File: src/rtl/riscv_core_branch_resolve.sv
// Execute-stage branch resolution: condition evaluation, mispredict/redirect
// generation, 2-bit branch history table and a saturating mispredict counter.
module riscv_core_branch_resolve #(
    parameter int XLEN        = 64,
    parameter int BHT_ENTRIES = 64,
    parameter bit C_EXT       = 1'b1
) (
    input  logic            i_clk,
    input  logic            i_rst_n,
    input  logic            i_valid,
    input  logic            i_is_jump,
    input  logic [2:0]      i_funct3,
    input  logic [XLEN-1:0] i_srcA,
    input  logic [XLEN-1:0] i_srcB,
    input  logic [XLEN-1:0] i_pc,
    input  logic [XLEN-1:0] i_target,
    input  logic            i_compressed,
    input  logic            i_pred_taken,
    input  logic            i_stall,
    input  logic            i_flush,
    input  logic [XLEN-1:0] i_lookup_pc,
    output logic            o_lookup_taken,
    output logic            o_valid,
    output logic            o_taken,
    output logic            o_mispredict,
    output logic [XLEN-1:0] o_redirect_pc,
    output logic            o_addr_misaligned,
    output logic [31:0]     o_mispredict_cnt
);

    localparam int IDX_W   = $clog2(BHT_ENTRIES);
    localparam int IDX_LSB = C_EXT ? 1 : 2;

    logic [1:0]      bht [BHT_ENTRIES];
    logic            cond_taken;
    logic            taken;
    logic            misaligned;
    logic            mispredict;
    logic            capture;
    logic            bht_update;
    logic [1:0]      align_mask;
    logic [XLEN-1:0] fall_through;
    logic [XLEN-1:0] redirect_pc;
    logic [IDX_W-1:0] upd_idx;
    logic [IDX_W-1:0] lookup_idx;
    logic            unused_lookup_bits;

    always_comb begin
        cond_taken = 1'b0;
        case (i_funct3)
            3'b000:  cond_taken = (i_srcA == i_srcB);
            3'b001:  cond_taken = (i_srcA != i_srcB);
            3'b100:  cond_taken = ($signed(i_srcA) <  $signed(i_srcB));
            3'b101:  cond_taken = ($signed(i_srcA) >= $signed(i_srcB));
            3'b110:  cond_taken = (i_srcA <  i_srcB);
            3'b111:  cond_taken = (i_srcA >= i_srcB);
            default: cond_taken = 1'b0;
        endcase
    end

    // A misaligned taken target traps, so it must not also be reported as a mispredict.
    assign align_mask   = C_EXT ? 2'b01 : 2'b11;
    assign taken        = i_is_jump | cond_taken;
    assign misaligned   = taken && |(i_target[1:0] & align_mask);
    assign mispredict   = (taken != i_pred_taken) && !misaligned;
    assign fall_through = i_pc + (i_compressed ? XLEN'(2) : XLEN'(4));
    assign redirect_pc  = taken ? i_target : fall_through;
    assign capture      = i_valid && !i_stall && !i_flush;
    assign bht_update   = capture && !i_is_jump && !misaligned;

    assign upd_idx        = i_pc[IDX_LSB +: IDX_W];
    assign lookup_idx     = i_lookup_pc[IDX_LSB +: IDX_W];
    assign o_lookup_taken = bht[lookup_idx][1];
    assign unused_lookup_bits = ^{i_lookup_pc[XLEN-1:IDX_LSB+IDX_W], i_lookup_pc[IDX_LSB-1:0]};

    always_ff @(posedge i_clk or negedge i_rst_n) begin
        if (!i_rst_n) begin
            o_valid           <= 1'b0;
            o_taken           <= 1'b0;
            o_mispredict      <= 1'b0;
            o_addr_misaligned <= 1'b0;
            o_redirect_pc     <= '0;
        end else if (!i_stall) begin
            o_valid           <= capture;
            o_taken           <= capture && taken;
            o_mispredict      <= capture && mispredict;
            o_addr_misaligned <= capture && misaligned;
            o_redirect_pc     <= redirect_pc;
        end
    end

    always_ff @(posedge i_clk or negedge i_rst_n) begin
        if (!i_rst_n) begin
            o_mispredict_cnt <= '0;
        end else if (capture && mispredict && (o_mispredict_cnt != 32'hFFFF_FFFF)) begin
            o_mispredict_cnt <= o_mispredict_cnt + 32'd1;
        end
    end

    // Counters reset to weakly not-taken; lookup reads the pre-update value.
    always_ff @(posedge i_clk or negedge i_rst_n) begin
        if (!i_rst_n) begin
            for (int k = 0; k < BHT_ENTRIES; k++) begin
                bht[k] <= 2'b01;
            end
        end else if (bht_update) begin
            if (taken && (bht[upd_idx] != 2'b11)) begin
                bht[upd_idx] <= bht[upd_idx] + 2'd1;
            end else if (!taken && (bht[upd_idx] != 2'b00)) begin
                bht[upd_idx] <= bht[upd_idx] - 2'd1;
            end
        end
    end

endmodule

File: config.mk
export PLATFORM = sky130hd
export DESIGN_NAME = riscv_core_branch_resolve
export DESIGN_NICKNAME = d
export VERILOG_FILES = /design/src/rtl/riscv_core_branch_resolve.sv
export SDC_FILE = /design/constraint.sdc
export NUM_CORES = 1
export LEC_CHECK = 0
export ABC_AREA = 1
export BUFFER_PORTS_ARGS = -buffer_cell sky130_fd_sc_hd__buf_2
export CAP_MARGIN = 20
export CORE_ASPECT_RATIO = 0.6
export CORE_UTILIZATION = 54
export CTS_CLUSTER_DIAMETER = 150
export DETAILED_ROUTE_END_ITERATION = 6
export MAX_ROUTING_LAYER = met4
export PLACE_DENSITY = 0.88
export RECOVER_POWER = 25
export SYNTH_ARGS = -nofsm -noshare
export SYNTH_HDL_FRONTEND = slang
export SYNTH_SLANG_ARGS = --single-unit
File: constraint.sdc
create_clock -name i_clk -period 3 [get_ports i_clk]
set_input_delay 0.6 -clock i_clk [delete_from_list [all_inputs] [get_ports i_clk]]
set_output_delay 0.6 -clock i_clk [all_outputs]
set_load 0.005 [all_outputs]
==> tab_implementation.tex <==
\begin{tabular}{lr}
\hline
Metric & Value \\
\hline
\multicolumn{2}{l}{\textbf{Floorplan}} \\
\quad DIE AREA & 0.0303 sq mm \\
\quad Effective utilization at floorplan & 0.552 \\
\quad Width of the die & 224 microns \\
\quad Vertical extent of the die & 135 microns \\
\quad Cell row count & 48 \\
\quad Total I/O pin count & 432 \\
\quad Core box area & 0.0289 sq mm \\
\multicolumn{2}{l}{\textbf{Synthesis}} \\
\quad Async SR Flop Fraction & 1.00 \\
\quad Most area-hungry cell type in the Yosys netlist & dfrtp\_1 \\
\quad Number of synthesized flops with an enable pin & 0 \\
\quad Synthesized netlist net count & 2631 \\
\quad Number of distinct standard cells referenced by the synthesized netlist & 53 \\
\quad Cells taking the most area after synthesis & dfrtp\_1 26\%, nand2\_1 15\%, dfstp\_2 11\%, ha\_1 5.4\%, nand4\_1 5.2\% \\
\quad Share of the synthesized area in the top cell type & 0.257 \\
\quad Post-synthesis average cell area & 7.15 sq um \\
\quad Post-synthesis instance area & 0.0160 sq mm \\
\quad Post-synth top flop & dfrtp\_1 \\
\quad Post-synthesis cell count & 2230 \\
\quad YS warnings & 0 \\
\quad Sequential area share after synthesis & 0.363 \\
\quad Register bit total from synthesis & 228 \\
\multicolumn{2}{l}{\textbf{Worst setup path}} \\
\quad WP data required & 3.50 ns \\
\quad Crit path kind & primary input to flop \\
\quad Critical Path Source Type & primary input \\
\quad Type of destination of the critical path & flop \\
\quad Most used cell, CP & nand2\_1 \\
\quad Critical path's largest stage delay & 0.31 ns \\
\quad CP Max Fanout & 5 \\
\quad Cells traversed along the worst timing path & buf\_2 -> ha\_1 -> nand2\_2 -> buf\_4 -> o21a\_1 -> nand2\_1 -> a21oi\_2 -> nand2\_1 -> nand2\_1 -> nand2\_2 -> o21ai\_2 -> nand2\_2 -> nor2\_4 -> buf\_6 -> nand4\_1 -> nand2\_8 -> buf\_12 -> buf\_12 -> clkbuf\_16 -> nand4\_1 -> nand2\_1 \\
\quad Worst Path Arrival & 3.52 ns \\
\quad Critical-path cell with the highest stage delay & ha\_1 \\
\multicolumn{2}{l}{\textbf{Timing}} \\
\quad Worst slew margin relative to its limit & -0.521 \\
\quad Final number of setup-violating endpoints & 6 \\
\quad Setup Skew & 0.0324 ns \\
\quad Number of failing hold endpoints at the final stage & 0 \\
\quad Setup repair after global routing missed its margin & yes \\
\quad Number of max-slew violations in the final report & 81 \\
\quad Slew @ Worst Pin & 2.28 ns \\
\quad Fmax achieved & 331 MHz \\
\quad Post-route clock period utilization & 1.01 \\
\quad Minimum setup slack in the final design & -0.0231 ns \\
\quad Minimum clock period after layout & 3.02 ns \\
\multicolumn{2}{l}{\textbf{Clock network}} \\
\quad Clock transition at the registers of the reported paths & 0.07 ns \\
\quad Number of buffers on the longest clock path & 3 \\
\quad CTS tree & yes \\
\quad Number of buffers added by the clock tree synthesis step & 24 \\
\quad Clk Latency, worst-skew pair & 0.56 ns \\
\quad Number of buffers inserted for hold repair after clock tree synthesis & 0 \\
\quad Buffer cell driving the clock tree root & clkbuf\_16 \\
\quad \# H-tree levels & 1 \\
\quad Number of sinks on the clock net & 228 \\
\multicolumn{2}{l}{\textbf{Route}} \\
\quad Total vias in the final route & 19481 \\
\quad Antenna Violating Nets Remaining & 0 \\
\quad Number of vias per cell & 6.18 \\
\quad Length of the first detailed-routing pass in iterations & 6 \\
\quad Drt first-iter violations & 2924 \\
\quad Routed Wire Length & 68900 microns \\
\quad Wire length per cell & 21.8 microns \\
\quad Post-route DRC & 0 \\
\multicolumn{2}{l}{\textbf{Cells and area}} \\
\quad Filler Cells Inserted & 2085 \\
\quad Net count reported at finish & 3130 \\
\quad Proportion of layout cells with a drive suffix above 1 & 0.324 \\
\quad Signed area change from the synthesized netlist to the final layout & 37.8\% \\
\quad Finished Core Util & 0.761 \\
\quad Post-route non-filler standard cell count & 3152 \\
\multicolumn{2}{l}{\textbf{Global route}} \\
\quad Global-route wire length before repair & 99100 microns \\
\quad Remaining Overflow, GRT & 0 \\
\quad Number of antenna violations at the first check in global routing & 6 \\
\quad Number of global-route vias before repair & 17857 \\
\quad Pin count of the biggest net entering global routing & 93 \\
\quad Total Routing Usage GR & 0.433 \\
\multicolumn{2}{l}{\textbf{Power}} \\
\quad Share of total power in sequential cells & 0.377 \\
\quad Int Power & 6.08 mW \\
\quad Leakage & 10.9 nW \\
\quad Power per standard cell area & 410 mW/mm\^{}2 \\
\quad Switching power share of the total & 0.326 \\
\quad Worst VDD drop & 0.000449 V \\
\quad Comb power frac & 0.259 \\
\quad Power dissipated by switching net loads & 2.94 mW \\
\quad Total power after layout & 9.02 mW \\
\quad Clock group share of total power & 0.365 \\
\multicolumn{2}{l}{\textbf{Outcome}} \\
\quad Violations in the final reports & capacitance limit, slew limit, setup timing \\
\quad Result of the run & finished, violations left \\
\multicolumn{2}{l}{\textbf{Placement}} \\
\quad Total of buffers placed on input and output ports & 373 \\
\quad Total placed cells including tap cells & 3063 \\
\quad Final estimated routing congestion in global placement & 1.05 \\
\quad Placed wire-length estimate & 47800 microns \\
\multicolumn{2}{l}{\textbf{Run}} \\
\quad Reported max-cap violation count & 1 \\
\multicolumn{2}{l}{\textbf{Worst hold path}} \\
\quad Class of the tightest hold or removal check & primary input to flop \\
\hline
\end{tabular}
-- per-layer routing --
| layer | GRT usage | routed length [microns] |
|---|---|---|
| met5 | - | 0 |
| met4 | 0.162 | 3370 |
| met3 | 0.126 | 10100 |
| met2 | 0.605 | 28600 |
| met1 | 0.592 | 26800 |
-- power groups by stage --
stage          combinational, mW  clock [mW]  sequential, mW
2_1_floorplan              0.943           0            3.42
3_3_place_gp                1.81           0            3.43
3_5_place_dp                1.87           0            3.44
4_1_cts                     1.93        3.26            3.39
5_1_grt                     2.48        3.38            3.41
6_report                    2.33        3.29            3.40
-- final timing paths --
check | depth (start not counted) | start | slack (ns) | end
max | 21 | i_srcA[22] | -0.02 | flop
min | 3 | i_target[48] | 0.27 | o_redirect_pc[48]
max reg2reg | 17 | flop | 0.09 | flop
min reg2reg | 2 | flop | 0.47 | flop
max in group asynchronous | 2 | i_rst_n | 0.38 | o_mispredict
min in group asynchronous | 1 | i_rst_n | 0.74 | o_redirect_pc[21]
-- cells in the final DEF (no fill, tap or decap), types with 18 or more instances in the layout --
cell type	count
a21oi_1	30
buf_12	29
buf_2	364
buf_4	149
buf_6	18
clkbuf_16	34
dfrtp_1	164
dfstp_2	64
ha_1	51
inv_1	174
nand2_1	598
nand2_2	40
nand3_1	97
nand3_2	40
nand3_4	20
nand4_1	132
nor2_1	197
nor3_1	35
nor4_1	32
o21ai_0	139
o22ai_1	46
xor2_1	81
-- cell usage after synthesis, types with 37 or more instances --
cell / instances
nor2_1: 211
nand4_1: 132
inv_1: 194
o22ai_1: 48
xor2_1: 81
dfrtp_1: 164
dfstp_2: 64
buf_2: 53
ha_1: 69
o21ai_0: 140
nand3_1: 152
nor3_1: 37
nand2_1: 643
-- worst max-delay path, delay by kind of cell --
family,cells,cell delay (ns)
buf+inv,6,0.78
simple gates,11,1.36
compound gates,3,0.48
fa+ha+maj,1,0.31
-- timing repair --
action | in CTS | in global routing
setup endpoints to repair | 112 | 215
pin swaps | 3 | 112
resized for setup | 9 | 209
gates cloned | 3 | 14
buffers inserted | 3 | 21
-- final cells by class --
type	count	area, sq um	area share
inverters	199	771	0.0351
flip-flops and latches	228	5790	0.263
well taps	400	500	0.0228
clock inverters	11	140	0.00637
clock buffers	32	692	0.0315
repair buffers	579	4140	0.189
diodes	6	15.0	0.000683
multi-input cells	1697	9940	0.452
-- through the flow --
stage	cell area [sq um]	setup TNS [ns]	setup WS [ns]	hold slack, ns
after floorplan	16200	-0.716	-0.0180	0.304
after global placement	19500	-92.43	-0.527	0.449
after detailed placement	19500	-114.64	-0.694	0.454
after CTS	20500	-0.0144	-0.00626	0.0758
after global routing	22000	-10.42	-0.153	0.280
final	22000	-0.0649	-0.0231	0.268
-- cells by family (layout without fill, tap and decap cells) --
logic type | after synthesis | after routing | share of synthesized area
AOI/OAI and AO/OA | 299 | 299 | 0.110
xor gates and xnor gates | 91 | 91 | 0.0500
adders and majority gates | 70 | 70 | 0.0554
buffers and inverters | 307 | 821 | 0.0808
DFF | 228 | 228 | 0.363
other | 0 | 6 | 0
and+or+nand+nor | 1235 | 1237 | 0.341
(Power assumes the default switching activity.)
